### src/rtl/tl_word_counter.sv
// rtl/tl_word_counter.sv - per-FIFO and aggregate pop-word counters with idle-gated read port
//
// One counter per output FIFO plus an aggregate counter at index NUM_Q.
// A read request is answered only while the datapath is idle; a request
// seen while busy is parked in PENDING until idle rises.
module tl_word_counter #(
  parameter int CNT_W = 5,
  parameter int NUM_Q = 4
) (
  input  logic             clk,
  input  logic             reset,
  input  logic             init,
  input  logic             idle,
  input  logic             req,
  input  logic [2:0]       idx,
  input  logic             pop_in0,
  input  logic             pop_in1,
  input  logic             pop_in2,
  input  logic             pop_in3,
  input  logic             empty_in0,
  input  logic             empty_in1,
  input  logic             empty_in2,
  input  logic             empty_in3,
  output logic [CNT_W-1:0] contador,
  output logic             valid,
  output logic             busy
);

  typedef enum logic [1:0] {
    S_INIT    = 2'd0,
    S_ACTIVE  = 2'd1,
    S_PENDING = 2'd2,
    S_RESP    = 2'd3
  } state_t;

  state_t           state;
  logic [2:0]       pend_idx;
  logic [2:0]       sel;
  logic [NUM_Q-1:0] hit;
  logic             clr;

  logic [CNT_W-1:0] cnt     [NUM_Q];
  logic [CNT_W-1:0] cnt_nxt [NUM_Q];
  logic [CNT_W-1:0] cnt_total;
  logic [CNT_W-1:0] total_nxt;
  logic [CNT_W-1:0] add;
  logic [CNT_W-1:0] rd_val;

  // A word leaves FIFO n only when it is popped while not empty.
  assign hit = {pop_in3 & ~empty_in3,
                pop_in2 & ~empty_in2,
                pop_in1 & ~empty_in1,
                pop_in0 & ~empty_in0};

  // Next counter values: held at zero in INIT and on the edge that enters INIT,
  // otherwise incremented by this edge's counted words (modulo 2^CNT_W).
  always_comb begin
    clr = (state == S_INIT) ||
          (init && ((state == S_ACTIVE) || (state == S_PENDING)));
    add = '0;
    for (int i = 0; i < NUM_Q; i++) begin
      cnt_nxt[i] = clr ? '0 : cnt[i] + CNT_W'(hit[i]);
      add        = add + CNT_W'(hit[i]);
    end
    total_nxt = clr ? '0 : cnt_total + add;
  end

  // Read mux works on the next values so a pop on the answering edge is included;
  // out-of-range indices read as zero.
  always_comb begin
    sel    = (state == S_PENDING) ? pend_idx : idx;
    rd_val = '0;
    for (int i = 0; i < NUM_Q; i++) begin
      if (int'(sel) == i) rd_val = cnt_nxt[i];
    end
    if (int'(sel) == NUM_Q) rd_val = total_nxt;
  end

  // Counter registers.
  always_ff @(posedge clk or posedge reset) begin
    if (reset) begin
      for (int i = 0; i < NUM_Q; i++) cnt[i] <= '0;
      cnt_total <= '0;
    end else begin
      for (int i = 0; i < NUM_Q; i++) cnt[i] <= cnt_nxt[i];
      cnt_total <= total_nxt;
    end
  end

  // Read-port FSM with registered contador/valid/busy.
  always_ff @(posedge clk or posedge reset) begin
    if (reset) begin
      state    <= S_INIT;
      pend_idx <= '0;
      contador <= '0;
      valid    <= 1'b0;
      busy     <= 1'b0;
    end else begin
      valid <= 1'b0;
      case (state)
        S_INIT: begin
          busy <= 1'b0;
          if (!init) state <= S_ACTIVE;
        end
        S_ACTIVE: begin
          if (init) begin
            state <= S_INIT;
          end else if (req) begin
            pend_idx <= idx;
            if (idle) begin
              state    <= S_RESP;
              valid    <= 1'b1;
              contador <= rd_val;
            end else begin
              state <= S_PENDING;
              busy  <= 1'b1;
            end
          end
        end
        S_PENDING: begin
          if (init) begin
            state <= S_INIT;
            busy  <= 1'b0;
          end else if (idle) begin
            state    <= S_RESP;
            valid    <= 1'b1;
            busy     <= 1'b0;
            contador <= rd_val;
          end
        end
        S_RESP: begin
          // Requests seen here are not taken; the requester retries from ACTIVE.
          state <= S_ACTIVE;
        end
        default: begin
          state <= S_INIT;
          busy  <= 1'b0;
        end
      endcase
    end
  end

endmodule
### config.mk
export PLATFORM = sky130hd
export DESIGN_NAME = tl_word_counter
export DESIGN_NICKNAME = d
export VERILOG_FILES = /design/src/rtl/tl_word_counter.sv
export SDC_FILE = /design/constraint.sdc
export NUM_CORES = 1
export LEC_CHECK = 0
export BUFFER_PORTS_ARGS = -buffer_cell sky130_fd_sc_hd__buf_4
export CAP_MARGIN = 5
export CORE_MARGIN = 2
export CORE_UTILIZATION = 55
export DETAILED_ROUTE_END_ITERATION = 10
export GPL_TIMING_DRIVEN = 0
export MAX_ROUTING_LAYER = met4
export PLACE_DENSITY = 0.81
export RECOVER_POWER = 50
export SETUP_SLACK_MARGIN = 0.2
export SLEW_MARGIN = 15
export SYNTH_ARGS = -nofsm -noshare
export SYNTH_HDL_FRONTEND = slang
export SYNTH_SLANG_ARGS = --single-unit
### constraint.sdc
create_clock -name clk -period 5.32 [get_ports clk]
set_input_delay 1.064 -clock clk [delete_from_list [all_inputs] [get_ports clk]]
set_output_delay 1.064 -clock clk [all_outputs]
set_load 0.05 [all_outputs]
==> flow_summary.json, run 1 <==
{
  "status": "finished, final reports clean",
  "cts-buffers-inserted": 5,
  "cp_common_cell": "fa_1",
  "filler_cell_count": 301,
  "grt_pass1_vias": 1650,
  "slew_viol_final": 0,
  "cts_resized": 0,
  "io_pins": 23,
  "path_delay_family": "adder cells",
  "root_buffer": "clkbuf_8",
  "setup_slack_ns": 1.85,
  "relSlewSlack_pct": 8.50,
  "worstMarginPinSlew_ns": 1.37,
  "fp.dieH_microns": 66.9,
  "htree_num_levels": 2,
  "multiInputGateArea_sq_mm": 0.00113,
  "end_kind": "flop",
  "regArea_sq_um": 926,
  "ys_ff_latch": 37,
  "max_freq_mhz": 288,
  "first_iter_violations": 78,
  "final_common_cell": "dfrtp_1",
  "dr.pass1.iters": 4,
  "hold_path_class": "reg2reg",
  "cp.required_ns": 5.52,
  "grt_overflow_total": 0,
  "synth.top_cell.area_share_pct": 42.6,
  "grt_max_degree": 38,
  "ys.warnings.count": 0,
  "drive_gt1_share_pct": 20.5,
  "dp_slack_ns": 1.59,
  "post_cts_buffers": 0,
  "clk_pin_slew_ns": 0.07,
  "path_buf_inv": 2,
  "p_total_mw": 1.27,
  "initial_core_util_pct": 58.1,
  "ys_async_sr_fraction_pct": 100,
  "core-area_sq_mm": 0.00374,
  "yosysUniqueCellTypes": 49,
  "via_per_inst": 5.79,
  "finalCriticalPeriod_ns": 3.47,
  "cts_hold_buf": 0,
  "antenna_found_initial": 0,
  "min_path_cells": 2,
  "grt_pass1_wl_microns": 7540,
  "path_max_fanout": 3,
  "hold_viol_final": 0,
  "dp_hpwl_microns": 3170,
  "synth_edf_count": 0,
  "cp_num_cells": 10,
  "clk_latency_ns": 0.29,
  "ys_seq_area_share_pct": 42.6,
  "peakVddDrop_mv": 0.421,
  "remaining_drc_errors": 0,
  "wl_per_cell_microns": 14.7,
  "setup-violations-final": 0,
  "antenna_left": 0,
  "cts_tree": "yes",
  "crit_slowest_cell": "fa_1",
  "vias": 1662,
  "num-nets-final": 270,
  "layout_common_cells": "dfrtp_1 (37), nor2_1 (21), buf_4 (20)",
  "crit_type": "in2reg",
  "post-route-period-util_pct": 65.2,
  "tns_ns": 0,
  "grtUsageTotal_pct": 23.1,
  "drv_cap": 0,
  "crit_chain": "buf_4 -> nor2b_1 -> fa_1 -> inv_1 -> fa_1 -> fa_1 -> or3_1 -> a21oi_1 -> o22ai_1 -> a31oi_1",
  "rsz0062_at_grt": "no",
  "area_delta_synth_final_pct": 15.4,
  "cp.arrival_ns": 3.67,
  "critPathLaunchType": "primary input",
  "netlist_area_sq_mm": 0.00217,
  "rows": 22,
  "io_buffers": 21,
  "numClockSinks": 37,
  "syn_avg_cell_area_sq_um": 10.4,
  "syn_nets": 242,
  "placed_area_sq_mm": 0.00239,
  "final_area_sq_mm": 0.00251,
  "cpPeakStageDelay_ns": 0.54,
  "reg2reg_depth": 7,
  "n_antenna_cell": 0,
  "power_density_mw_per_mm2": 505,
  "synthCells": 210,
  "routed_wl_microns": 4230,
  "die_width_microns": 66.9,
  "leakage_nw": 1.18,
  "synth_area_leader_cell": "dfrtp_1",
  "gp_congestion": 0.842,
  "die_area_sq_mm": 0.00447,
  "clock_path_buffers": 2,
  "synthTopCellsByArea": "dfrtp_1 (43%), ha_1 (7.5%), nor2_1 (3.6%), xor2_1 (3.6%), fa_1 (2.8%)",
  "ys_dominant_reg_cell": "dfrtp_1",
  "fin_skew_ns": 0.00572
}
## flip-flops by register name (all words and copies together), names as in the netlist
name and cells:
state 2, cnt 20, busy 1, pend_idx 3, contador 5, cnt_total 5
valid 1
## stage by stage
step | util, % | instances | hold WS, ns
global route | 67.0 | 287 | 0.540
global placement | 63.9 | 279 | 0.495
floorplan | - | 210 | 0.498
finish | 67.0 | 287 | 0.528
CTS | 67.5 | 287 | 0.528
detailed placement | 63.9 | 279 | 0.503
## synth_stat cells (6+ instances only)
library cell  number
a21oi_1           10
and2_1             7
dfrtp_1           37
ha_1              13
inv_1             12
nand2_1            9
nand3_1            8
nor2_1            21
nor3_1             7
o21ai_0            6
xor2_1             9
## cells by family (layout without fill, tap and decap cells)
kind of cell / after synthesis / after routing / synth area share [%]
AND/OR/NAND/NOR: 69 / 69 / 16.1
AO/OA/AOI/OAI: 48 / 48 / 16.8
flip-flops: 37 / 37 / 42.6
buffers and inverters: 20 / 49 / 5.29
adder cells (fa/ha/maj): 16 / 16 / 10.2
XOR/XNOR: 13 / 13 / 5.24
multiplexers: 7 / 7 / 3.74
## final timing paths
| path | start | to | slack (ns) |
|---|---|---|---|
| worst min-delay path | contador[1]$_DFFE_PP0P_ | contador[1]$_DFFE_PP0P_ | 0.53 |
| max in group asynchronous | reset | cnt[12]$_DFF_PP0_ | 3.34 |
| min in group asynchronous | reset | state[1]$_DFFE_PP0P_ | 1.17 |
| worst min register to register | contador[1]$_DFFE_PP0P_ | contador[1]$_DFFE_PP0P_ | 0.53 |
| worst max-delay path | pop_in0 | contador[4]$_DFFE_PP0P_ | 1.85 |
| worst max register to register | cnt_total[0]$_DFF_PP0_ | contador[4]$_DFFE_PP0P_ | 3.03 |
## routing by layer
metal	part of all wire [%]	global-route usage, %	vias to the layer above
met5	0	-	-
met4	1.3	6.89	0
met3	6.5	5.57	10
met2	47	34.9	63
met1	45	31.2	801
li1	-	-	788
## report_power, final
| part | internal (mW) | total, mW | switching (mW) |
|---|---|---|---|
| Sequential | 0.352 | 0.403 | 0.0512 |
| Combinational | 0.217 | 0.576 | 0.359 |
| Clock | 0.186 | 0.287 | 0.101 |
| Total | 0.755 | 1.27 | 0.511 |
## worst reg2reg max path: stages, from the launching register on
cell	delay, ns
dfrtp_1	0.33
inv_1	0.06
fa_1	0.45
fa_1	0.42
or3_1	0.38
a21oi_1	0.24
o22ai_1	0.11
a31oi_1	0.20
## layout make-up
| class | count | share of cell area, % |
|---|---|---|
| Tap cell | 48 | 2.39 |
| Sequential cell | 37 | 36.9 |
| Clock buffer | 5 | 2.74 |
| Inverter | 13 | 1.95 |
| Multi-Input combinational cell | 153 | 45.1 |
| Clock inverter | 3 | 2.59 |
| Buffer | 7 | 2.04 |
| Timing Repair Buffer | 21 | 6.28 |
Note: power is estimated with default switching activity, not from simulation.
==> run 2: changes to the inputs <==
==> constraint.sdc (replaced) <==
create_clock -name clk -period 3.5 [get_ports clk]
set_input_delay 0.7 -clock clk [delete_from_list [all_inputs] [get_ports clk]]
set_output_delay 0.7 -clock clk [all_outputs]
set_load 0.05 [all_outputs]
==> flow_summary.json, run 2 (synthesized netlist as in run 1, its figures left out) <==
{
  "final_common_cell": "dfrtp_1",
  "largest-register": "cnt",
  "hold_slack_ns": 0.529,
  "setup-violations-final": 0,
  "remaining_drc_errors": 0,
  "n_antenna_cell": 0,
  "max_freq_mhz": 322,
  "tns_ns": 0,
  "finalCriticalPeriod_ns": 3.10,
  "hold_path_class": "reg2reg",
  "cp.arrival_ns": 3.30,
  "vias": 1636,
  "power_density_mw_per_mm2": 764,
  "antenna_left": 0,
  "grt_util_met1_pct": 31.2,
  "fin_skew_ns": 0.00431,
  "dr.pass1.iters": 4,
  "die_area_sq_mm": 0.00447,
  "cts_resized": 0,
  "htree_num_levels": 2,
  "antenna_found_initial": 0,
  "numClockSinks": 37,
  "dp_hpwl_microns": 3170,
  "grt_pass1_vias": 1650,
  "cts_hold_buf": 0,
  "dp_slack_ns": 0.136,
  "peakVddDrop_mv": 0.635,
  "status": "finished, final reports clean",
  "initial_core_util_pct": 58.1,
  "grtUsageTotal_pct": 23.1,
  "io_buffers": 21,
  "via_per_inst": 5.70,
  "cts-buffers-inserted": 5,
  "post-route-period-util_pct": 88.7,
  "final_area_sq_mm": 0.00252,
  "fp.dieH_microns": 66.9,
  "cp.required_ns": 3.70,
  "finalNonFillerCells": 287,
  "grt_overflow_total": 0,
  "worstMarginPinSlew_ns": 1.37,
  "die_width_microns": 66.9,
  "end_kind": "flop",
  "relSlewSlack_pct": 8.74,
  "hold_viol_final": 0,
  "num-nets-final": 270,
  "wl_per_cell_microns": 14.7,
  "gp_congestion": 0.842,
  "grt_use_met3_pct": 5.57,
  "cts_tree": "yes",
  "placedCellCount": 279,
  "p_total_mw": 1.92,
  "grt_max_degree": 38,
  "reg.largest.list": "cnt (20), cnt_total (5), contador (5)",
  "first_iter_violations": 80,
  "clk_pin_slew_ns": 0.07,
  "core-area_sq_mm": 0.00374,
  "placed_area_sq_mm": 0.00239,
  "leakage_nw": 1.19,
  "io_pins": 23,
  "met2_usage_pct": 34.9,
  "clk_latency_ns": 0.29,
  "routed_wl_microns": 4210,
  "crit_type": "in2reg",
  "largest_register_ffs": 20,
  "slew_viol_final": 0,
  "path_max_fanout": 3,
  "utilization_pct": 67.3,
  "setup_slack_ns": 0.397,
  "grt.busiest_layer": "met2",
  "clock_path_buffers": 2,
  "drive_gt1_share_pct": 21.3,
  "drv_cap": 0,
  "rows": 22,
  "post_cts_buffers": 0,
  "layout_common_cells": "dfrtp_1 (37), nor2_1 (21), buf_4 (20)",
  "area_delta_synth_final_pct": 15.8,
  "root_buffer": "clkbuf_8",
  "rsz0062_at_grt": "no",
  "grt_pass1_wl_microns": 7540,
  "critPathLaunchType": "primary input"
}
==> run 2: cell types whose count changed in the layout (fill, tap and decap cells not counted), sizes merged <==
cell,delta
buf,+1
clkbuf,-1
==> run 2: final timing paths <==
check	slack, ns	to	cells past startpoint	startpoint
min	0.53	busy$_DFFE_PP0P_	1	busy$_DFFE_PP0P_
max	0.40	contador[4]$_DFFE_PP0P_	10	pop_in0
min in group asynchronous	0.81	state[1]$_DFFE_PP0P_	2	reset
max in group asynchronous	1.89	cnt[12]$_DFF_PP0_	2	reset
min reg2reg	0.53	busy$_DFFE_PP0P_	1	busy$_DFFE_PP0P_
max reg2reg	1.22	contador[4]$_DFFE_PP0P_	7	cnt_total[0]$_DFF_PP0_
==> run 2: power by group <==
group / switching, mW / internal, mW / leakage (nW) / total (mW)
sequential: 0.0780 / 0.535 / 0.493 / 0.613
combinational: 0.545 / 0.331 / 0.626 / 0.876
clock: 0.151 / 0.283 / 0.0681 / 0.434
total: 0.774 / 1.15 / 1.19 / 1.92
==> run 2: cell type report <==
type | count | area (sq um)
fillers | 298 | 1220
repair buffers | 21 | 158
flip-flops and latches | 37 | 926
plain buffers | 7 | 58.8
clock inverters | 3 | 65.1
multi-input cells | 153 | 1130
well taps | 48 | 60.1
clock buffers | 5 | 68.8
inverters | 13 | 48.8
==> run 2: metal layers <==
layer  share of wire [%]  up-vias
met5                   0        -
met4                0.69        0
met3                 4.8        6
met2                  48       44
met1                  46      797
li1                    -      789
==> run 2: critical path, stage by stage <==
cell and delay, ns:
buf_4 0.10, nor2b_1 0.15, fa_1 0.54, inv_1 0.05, fa_1 0.40, fa_1 0.42, or3_1 0.38, a21oi_1 0.24
o22ai_1 0.11, a31oi_1 0.20
